==> src/rtl/bcd_serial_adder.sv <==
`default_nettype none
// ==========================================================================
// bcd_serial_adder : packed-BCD adder, one decimal digit per clock, LS first.
// Optional BCD_SERIAL_CHECK_EN adds the invalid-nibble flag.     Rev 1.0
// ==========================================================================

module bcd_digit_add (
  input  logic [3:0] a,
  input  logic [3:0] b,
  input  logic       cin,
  output logic [3:0] digit,
  output logic       cout
);
  logic [4:0] w_z;

  always_comb begin
    w_z = {1'b0, a} + {1'b0, b} + {4'b0000, cin};
    if (w_z > 5'd9) begin
      digit = w_z[3:0] + 4'd6;
      cout  = 1'b1;
    end else begin
      digit = w_z[3:0];
      cout  = 1'b0;
    end
  end
endmodule

module bcd_serial_adder #(
  parameter int DIGITS = 4
) (
  input  logic                clk,
  input  logic                rst,
  input  logic                start,
  input  logic [4*DIGITS-1:0] a,
  input  logic [4*DIGITS-1:0] b,
  output logic                busy,
  output logic                done,
  output logic [4*DIGITS-1:0] sum,
  output logic                cout,
  output logic                invalid
);
  localparam int W  = 4 * DIGITS;
  localparam int CW = $clog2(DIGITS);

  localparam logic [1:0] S_IDLE = 2'd0;
  localparam logic [1:0] S_RUN  = 2'd1;
  localparam logic [1:0] S_DONE = 2'd2;

  logic [1:0]    r_state;
  logic [W-1:0]  r_a;
  logic [W-1:0]  r_b;
  logic [W-1:0]  r_sum;
  logic          r_carry;
  logic          r_cout;
  logic [CW-1:0] r_cnt;

  logic [3:0]    w_digit;
  logic          w_carry;
  logic          w_last;
  logic          w_accept;

  bcd_digit_add u_digit (
    .a     (r_a[3:0]),
    .b     (r_b[3:0]),
    .cin   (r_carry),
    .digit (w_digit),
    .cout  (w_carry)
  );

  assign w_last   = (r_cnt == CW'(DIGITS - 1));
  assign w_accept = (r_state == S_IDLE) && start;

  always_ff @(posedge clk) begin
    if (rst) begin
      r_state <= S_IDLE;
      r_a     <= '0;
      r_b     <= '0;
      r_sum   <= '0;
      r_carry <= 1'b0;
      r_cout  <= 1'b0;
      r_cnt   <= '0;
    end else begin
      case (r_state)
        S_IDLE: begin
          if (start) begin
            r_a     <= a;
            r_b     <= b;
            r_carry <= 1'b0;
            r_cnt   <= '0;
            r_state <= S_RUN;
          end
        end
        S_RUN: begin
          // New digit enters at the top; after DIGITS shifts digit 0 lands at [3:0].
          r_a     <= r_a >> 4;
          r_b     <= r_b >> 4;
          r_sum   <= {w_digit, r_sum[W-1:4]};
          r_carry <= w_carry;
          r_cnt   <= r_cnt + CW'(1);
          if (w_last) begin
            r_cout  <= w_carry;
            r_state <= S_DONE;
          end
        end
        S_DONE: begin
          r_state <= S_IDLE;
        end
        default: begin
          r_state <= S_IDLE;
        end
      endcase
    end
  end

`ifdef BCD_SERIAL_CHECK_EN
  logic r_flag;
  logic r_invalid;
  logic w_flag_next;

  assign w_flag_next = r_flag | (r_a[3:0] > 4'd9) | (r_b[3:0] > 4'd9);

  // Sticky across the run, published to invalid only when the result completes.
  always_ff @(posedge clk) begin
    if (rst) begin
      r_flag    <= 1'b0;
      r_invalid <= 1'b0;
    end else if (w_accept) begin
      r_flag <= 1'b0;
    end else if (r_state == S_RUN) begin
      r_flag <= w_flag_next;
      if (w_last) begin
        r_invalid <= w_flag_next;
      end
    end
  end

  assign invalid = r_invalid;
`else
  assign invalid = 1'b0;
`endif

  assign busy = (r_state == S_RUN);
  assign done = (r_state == S_DONE);
  assign sum  = r_sum;
  assign cout = r_cout;
endmodule
`default_nettype wire

==> config.mk <==
export PLATFORM = sky130hd
export DESIGN_NAME = bcd_serial_adder
export DESIGN_NICKNAME = d
export VERILOG_FILES = /design/src/rtl/bcd_serial_adder.sv
export SDC_FILE = /design/constraint.sdc
export NUM_CORES = 1
export LEC_CHECK = 0
export CAP_MARGIN = 20
export CORE_MARGIN = 3
export CORE_UTILIZATION = 49
export CTS_CLUSTER_SIZE = 25
export DETAILED_ROUTE_END_ITERATION = 7
export HOLD_SLACK_MARGIN = 0.15
export PLACE_DENSITY = 0.91
export SYNTH_ARGS = -nofsm -noshare
export SYNTH_HDL_FRONTEND = slang
export SYNTH_SLANG_ARGS = --single-unit
==> constraint.sdc <==
create_clock -name clk -period 3 [get_ports clk]
set_input_delay 0.6 -clock clk [delete_from_list [all_inputs] [get_ports clk]]
set_output_delay 0.6 -clock clk [all_outputs]
set_load 0.005 [all_outputs]
==> flow_summary_export.csv, run 1 <==
group,metric,value,unit
floorplan,die_area,5629,µm²
placement,dp_hpwl,3.688,mm
sta,clock.fmax,0.3710,GHz
routing,wl_per_cell,13.82,µm
sta,tns,0,ps
worst_setup_path,critPathCapture,"cout",
final_layout,n_antenna_cell,0,
floorplan,start_util,52.18,%
placement,globalplace.congestion,0.8065,
floorplan,coreArea,4474,µm²
logic_synthesis,async_reset_ff_share,0,%
clock_tree,cts-htree-levels,2,
power_and_ir_drop,seq_power_share,53.4,%
clock_tree,hold_buffers,0,
clock_tree,cts_tree,"yes",
floorplan,boundaryPins,55,
logic_synthesis,synthXorXnorAreaFrac,0.3751,%
final_layout,post-route-util,65.74,%
worst_setup_path,worstPathCellList,"fa_1 -> fa_1 -> xnor2_1 -> ha_1 -> nor2b_1 -> a31o_2 -> nor3_2 -> nor2_1 -> a311oi_2",
worst_setup_path,crit_start,"r_a[0]",
routing,firstDrtPassIters,4,
power_and_ir_drop,p_int,0.001078,W
clock_tree,clock_latency,310,ps
logic_synthesis,syn-num-nets,333,
worst_setup_path,rr_endpoint,"cout",
logic_synthesis,synth_cells,291,
power_and_ir_drop,pwr-share-comb,20.9,%
routing,drt-total-wl,5.306,mm
final_layout,drive_gt1_share,4.819,%
sta,finalHoldViolCount,0,
logic_synthesis,synth_cell_types,32,
min_path,whs_path_depth,2,
logic_synthesis,ys.flop_type,"dfxtp_1",
global_route,grt_overflow_total,0,
clock_tree,cts_root_buffer,"clkbuf_8",
routing,drc,0,
logic_synthesis,yosys_warnings,0,
global_route,grt_pass1_wl,8.342,mm
logic_synthesis,synthMuxAreaShare,0.8574,%
job,cap_violations,0,
floorplan,die_y,75.03,µm
sta,slew_headroom,54.38,%
global_route,grt_pass1_vias,1848,
power_and_ir_drop,switchingPower,0.0004292,W
logic_synthesis,synthAdderAreaFrac,4.394,%
worst_setup_path,timing.reg2reg.setup_slack,300,ps
sta,finalSetupViolations,0,
worst_setup_path,r2r_start,"r_a[0]",
worst_setup_path,crit_path_top_delay_cell,"fa_1",
global_route,grt.total_usage,19.31,%
sta,tightest_slew,684.3,ps
sta,fin_skew,11.95,ps
final_layout,syn_to_final_growth,25.99,%
worst_setup_path,cp.required,3230,ps
sta,setup_ws,304.6,ps
logic_synthesis,synthSimpleGateAreaFrac,24.06,%
worst_setup_path,endpoint_kind,"flop",
global_route,antenna_found_initial,0,
worst_setup_path,startpoint_type,"flop",
placement,post-place-ws,326.1,ps
clock_tree,cts_buffers,5,
floorplan,die_w,75.03,µm
routing,vias,2155,
clock_tree,clk_transition_reported_paths,100,ps
logic_synthesis,synth-edff-count,0,
logic_synthesis,syn_area_per_cell,8.023,µm²
logic_synthesis,synthesis.area,2335,µm²
final_layout,final_common_cell,"nand2_1",
routing,ant_nets,0,
sta,slew_violations,0,
logic_synthesis,synth_top_area_share,46.30,%
sta,grt_setup_unrepaired,"false",
clock_tree,cts-resized-gates,0,
logic_synthesis,synth_top_cell_by_area,"dfxtp_1",
final_layout,nets,374,
logic_synthesis,ys_seq_elements,54,
logic_synthesis,synth-seq-area-share,46.30,%
min_path,min_from,"sum[2]",
global_route,grt_start_max_net_pins,50,
power_and_ir_drop,leakagePower,1.141,nW
worst_setup_path,crit_type,"flop to flop",
worst_setup_path,arrival,2920,ps
final_layout,most-common-layout-cells,"77 x nand2_1, 54 x dfxtp_1, 52 x clkdlybuf4s50_1",
routing,via_per_inst,5.612,
sta,hold_ws,459.6,ps
sta,fin_crit_sh,89.85,%
clock_tree,cts_setup_buffers,0,
floorplan,num_rows,24,
min_path,hp-class,"flop to flop",
power_and_ir_drop,cellPowerDensity,512.2,nW/µm²
logic_synthesis,synth_top_family_by_area,"simple AND/OR/NAND/NOR gates",
run_status,status,"finished clean",
power_and_ir_drop,pwr-share-clk,25.8,%
placement,io_buffers,53,
power_and_ir_drop,peakVddDrop,0.3919,mV
worst_setup_path,reg2reg_depth,9,
clock_tree,clockBufferDepth,2,
worst_setup_path,crit_top_cell,"fa_1",
power_and_ir_drop,switching_share,28.49,%
logic_synthesis,synth_area_leaders,"dfxtp_1 46%, nand2_1 12%, a311oi_1 9.0%",
logic_synthesis,synth_compound_area_share,19.08,%
clock_tree,cts_sinks,54,
sta,fin_crit,2695,ps
worst_setup_path,cp_max_fo,4,
worst_setup_path,cp_slowest_stage_delay,470,ps
routing,drt_iter0_drc,233,
## cell usage after synthesis (3+ instances only)
cell      number
a21oi_1       19
a22oi_1        9
a311oi_1      24
and3_1         5
buf_2          5
clkbuf_1      16
dfxtp_1       54
ha_1           5
inv_1          4
nand2_1       77
nand2b_1       3
nor2_1        43
## flip-flops by register name (all words and copies together), names as in the netlist
signal,flops
r_a,16
r_b,16
sum,16
r_cnt,2
r_state,2
cout,1
r_carry,1
## cell families (layout without fill, tap and decap cells)
group,Yosys count,in the layout
AND/OR/NAND/NOR,138,138
AO/OA/AOI/OAI,61,61
flip-flops,54,54
buffers and inverters,27,68
adder cells (fa/ha/maj),7,7
multiplexers,2,2
other,1,1
XOR/XNOR,1,1
## final cells by class
cell class | count | area (µm²)
Clock inverter | 1 | 7.507
Tap cell | 52 | 65.06
Inverter | 4 | 15.01
Fill cell | 386 | 1533
Timing Repair Buffer | 57 | 555.5
Multi-Input combinational cell | 210 | 1145
Clock buffer | 6 | 72.57
Sequential cell | 54 | 1081
## layer usage
layer | global-route usage (%) | share of wire (%) | vias up
met5 | 0 | 0 | -
met4 | 5.731 | 1.7 | 0
met3 | 4.539 | 4.7 | 8
met2 | 33.56 | 51 | 67
met1 | 23.71 | 43 | 995
li1 | - | - | 1085
## how the worst min path moves through the flow
stage | endpoint | slack (ps)
floorplan | r_cnt[0] | 440
global route | sum[2] | 480
CTS | sum[2] | 460
detailed placement | sum[2] | 450
finish | sum[2] | 460
global placement | sum[2] | 440
## through the flow
step / cell area [µm²] / cells / total power (W)
after floorplan: 2335 / 291 / 0.001016
after global placement: 2861 / 377 / 0.001119
after detailed placement: 2861 / 377 / 0.001133
after CTS: 2942 / 384 / 0.001511
after global routing: 2942 / 384 / 0.001580
final: 2942 / 384 / 0.001507
## power groups by stage
stage / combinational [W] / clock [W] / sequential (W)
2_1_floorplan: 0.000203 / 0 / 0.000812
5_1_grt: 0.000347 / 0.000423 / 0.000810
3_3_place_gp: 0.000302 / 0 / 0.000817
4_1_cts: 0.000314 / 0.000393 / 0.000804
6_report: 0.000315 / 0.000388 / 0.000804
3_5_place_dp: 0.000312 / 0 / 0.000821
## worst max-delay path, delay by kind of cell (launching register included)
kind	cells	cell delay (ps)
AO/OA/AOI/OAI	2	500
XOR/XNOR	1	190
adder cells (fa/ha/maj)	3	1140
flip-flops	1	340
AND/OR/NAND/NOR	3	440
Note: power is estimated with default switching activity, not from simulation.
==> run 2, diff against run 1 <==
--- a/config.mk
+++ b/config.mk
@@ -6,12 +6,12 @@
 export NUM_CORES = 1
 export LEC_CHECK = 0
 export CAP_MARGIN = 20
-export CORE_MARGIN = 3
 export CORE_UTILIZATION = 49
 export CTS_CLUSTER_SIZE = 25
 export DETAILED_ROUTE_END_ITERATION = 7
 export HOLD_SLACK_MARGIN = 0.15
-export PLACE_DENSITY = 0.91
+export PLACE_DENSITY = 0.79
 export SYNTH_ARGS = -nofsm -noshare
 export SYNTH_HDL_FRONTEND = slang
+export SYNTH_HIERARCHICAL = 1
 export SYNTH_SLANG_ARGS = --single-unit
==> run 2 against run 1 <==
Effect of this change: the flow now finishes with violations (design-rule violations); sequential share of layout area is 0.078 points lower; core utilization is 0.59 points higher; critical path depth stayed put; synthesized cell count is 23% lower; non-clock buffer count is 1 lower; register-to-register slack worse by 20 ps; clock-buffer cell count stayed put; final area is 0.21% higher; critical path type unchanged; critical endpoint is now sum[14]; highest routed layer unchanged.
==> flow_summary_export.csv, run 2 <==
group,metric,value,unit
run_status,status,"finished, violations left",
run_status,violations,"design-rule violations",
routing,drc,4,
min_path,hp-class,"flop to flop",
worst_setup_path,cp_max_fo,4,
placement,globalplace.congestion,0.6921,
final_layout,post-route-util,66.33,%
clock_tree,cts_sinks,54,
global_route,grt_pass1_vias,1720,
power_and_ir_drop,peakVddDrop,0.2702,mV
worst_setup_path,arrival,2950,ps
logic_synthesis,synth_cell_types,35,
logic_synthesis,syn-num-nets,265,
sta,finalSetupViolations,0,
final_layout,final_common_cell,"dfxtp_1",
clock_tree,cts-resized-gates,0,
sta,slew_violations,0,
clock_tree,clock_latency,300,ps
sta,grt_setup_unrepaired,"false",
logic_synthesis,synth_area_leaders,"dfxtp_1 47%, mux2i_1 11%, o2bb2ai_1 8.4%",
placement,place_area,2805,µm²
placement,io_buffers,53,
sta,fin_crit_sh,90.48,%
placement,post-place-ws,314.6,ps
sta,hold_ws,456.5,ps
final_layout,drive_gt1_share,7.063,%
power_and_ir_drop,leakagePower,1.075,nW
sta,fin_crit,2714,ps
final_layout,n_antenna_cell,0,
clock_tree,cts-htree-levels,2,
worst_setup_path,cp.required,3240,ps
routing,drt_iter0_drc,65,
logic_synthesis,yosysMostFrequentCell,"dfxtp_1",
sta,tns,0,ps
worst_setup_path,reg2reg_depth,9,
global_route,antenna_found_initial,0,
logic_synthesis,ys_seq_elements,54,
clock_tree,clk_transition_reported_paths,90,ps
floorplan,num_rows,24,
min_path,whs_path_depth,2,
floorplan,boundaryPins,55,
routing,wl_per_cell,14.16,µm
logic_synthesis,synth_top_area_share,46.93,%
sta,slew_headroom,45.70,%
routing,vias,1739,
global_route,grt.total_usage,19.68,%
sta,clock.fmax,0.3684,GHz
clock_tree,cts_buffers,5,
final_layout,syn_to_final_growth,27.97,%
routing,drt-total-wl,4.544,mm
worst_setup_path,crit_type,"flop to flop",
logic_synthesis,syn_area_per_cell,10.33,µm²
sta,tightest_slew,814.5,ps
final_layout,postLayoutCellArea,2948,µm²
floorplan,start_util,51.83,%
sta,setup_ws,285.7,ps
final_layout,nets,310,
routing,via_per_inst,5.417,
logic_synthesis,synth_top_cell_by_area,"dfxtp_1",
power_and_ir_drop,cellPowerDensity,550.1,nW/µm²
floorplan,die_w,70.57,µm
clock_tree,hold_buffers,0,
logic_synthesis,ys.flop_type,"dfxtp_1",
logic_synthesis,yosys_warnings,6,
sta,fin_skew,6.800,ps
routing,ant_nets,0,
logic_synthesis,synth_common_cells,"54 x dfxtp_1, 33 x nand2_1, 25 x mux2i_1",
job,cap_violations,0,
logic_synthesis,synth-edff-count,0,
floorplan,die_y,70.57,µm
logic_synthesis,synth-seq-area-share,46.93,%
placement,dp_hpwl,3.132,mm
clock_tree,cts_root_buffer,"clkbuf_8",
final_layout,most-common-layout-cells,"54 x dfxtp_1, 53 x clkdlybuf4s50_1, 33 x nand2_1",
global_route,grt_pass1_wl,7.852,mm
routing,firstDrtPassIters,6,
logic_synthesis,synth_cells,223,
sta,finalHoldViolCount,0,
logic_synthesis,synthesis.area,2303,µm²
worst_setup_path,startpoint_type,"flop",
clock_tree,clockBufferDepth,2,
worst_setup_path,endpoint_kind,"flop",
global_route,grt_start_max_net_pins,34,
clock_tree,cts_setup_buffers,0,
clock_tree,cts_tree,"yes",
floorplan,die_area,4979,µm²
logic_synthesis,async_reset_ff_share,0,%
floorplan,coreArea,4444,µm²
global_route,grt_overflow_total,0,
run 2: changes by cell type after synthesis, moves of 3 or more:
cell / previous run / this run
buf_2: 5 / 9
nor2_1: 43 / 2
and3_1: 5 / 1
nand2_1: 77 / 33
o2bb2ai_1: 0 / 22
clkbuf_1: 16 / 3
mux2i_1: 2 / 25
a22o_1: 0 / 8
a311oi_1: 24 / 0
buf_6: 0 / 4
a22oi_1: 9 / 0
a21oi_1: 19 / 22
run 2: final cells by class:
| class | count | area [µm²] |
|---|---|---|
| fill | 375 | 1496 |
| multi-input combinational | 147 | 1091 |
| tap | 52 | 65.06 |
| clock inverter | 2 | 60.06 |
| inverter | 4 | 15.01 |
| sequential | 54 | 1081 |
| clock buffer | 6 | 82.58 |
| timing repair buffer | 56 | 553.0 |
run 2: worst paths after layout:
path / from / end / slack, ps
setup / recovery: r_a[0] / sum[14] / 290
setup reg to reg: r_a[0] / sum[14] / 290
hold reg to reg: sum[2] / sum[2] / 460
hold / removal: sum[2] / sum[2] / 460
run 2: report_power, final:
part / internal (W) / leakage [nW] / switching, W
logic: 0.000130 / 0.562 / 0.000120
clock network: 0.000356 / 0.0714 / 0.000231
registers: 0.000758 / 0.442 / 0.0000267
run 2: worst max-delay path: stages (launching register included):
cell	delay, ps
dfxtp_1	340
fa_1	460
fa_1	410
xnor2_1	170
ha_1	250
a31o_1	250
o31ai_4	370
mux2i_1	230
nand2_1	60
a21oi_1	110
run 2: cell families after synthesis:
family | count (synthesis) | share of synthesized area, %
compound gates | 64 | 21.24
xor+xnor | 2 | 0.7606
fa+ha+maj | 7 | 4.454
buf+inv | 22 | 5.703
flops | 54 | 46.93
mux | 26 | 11.35
other cells | 1 | 0.1628
simple gates | 47 | 9.397
run 2: per-stage QoR:
stage,total power (W),cells
6_report,0.001622,321
5_1_grt,0.001690,321
4_1_cts,0.001632,321
3_5_place_dp,0.001051,313
3_3_place_gp,0.001046,313
2_1_floorplan,0.0009643,223
run 2: layer usage:
layer  vias up  part of all wire, %  track usage [%]
met3         5                  3.3            3.846
met5         -                    0                0
met4         0                  1.3            5.333
met2        33                   47            34.52
li1        884                    -                -
met1       817                   48            24.93
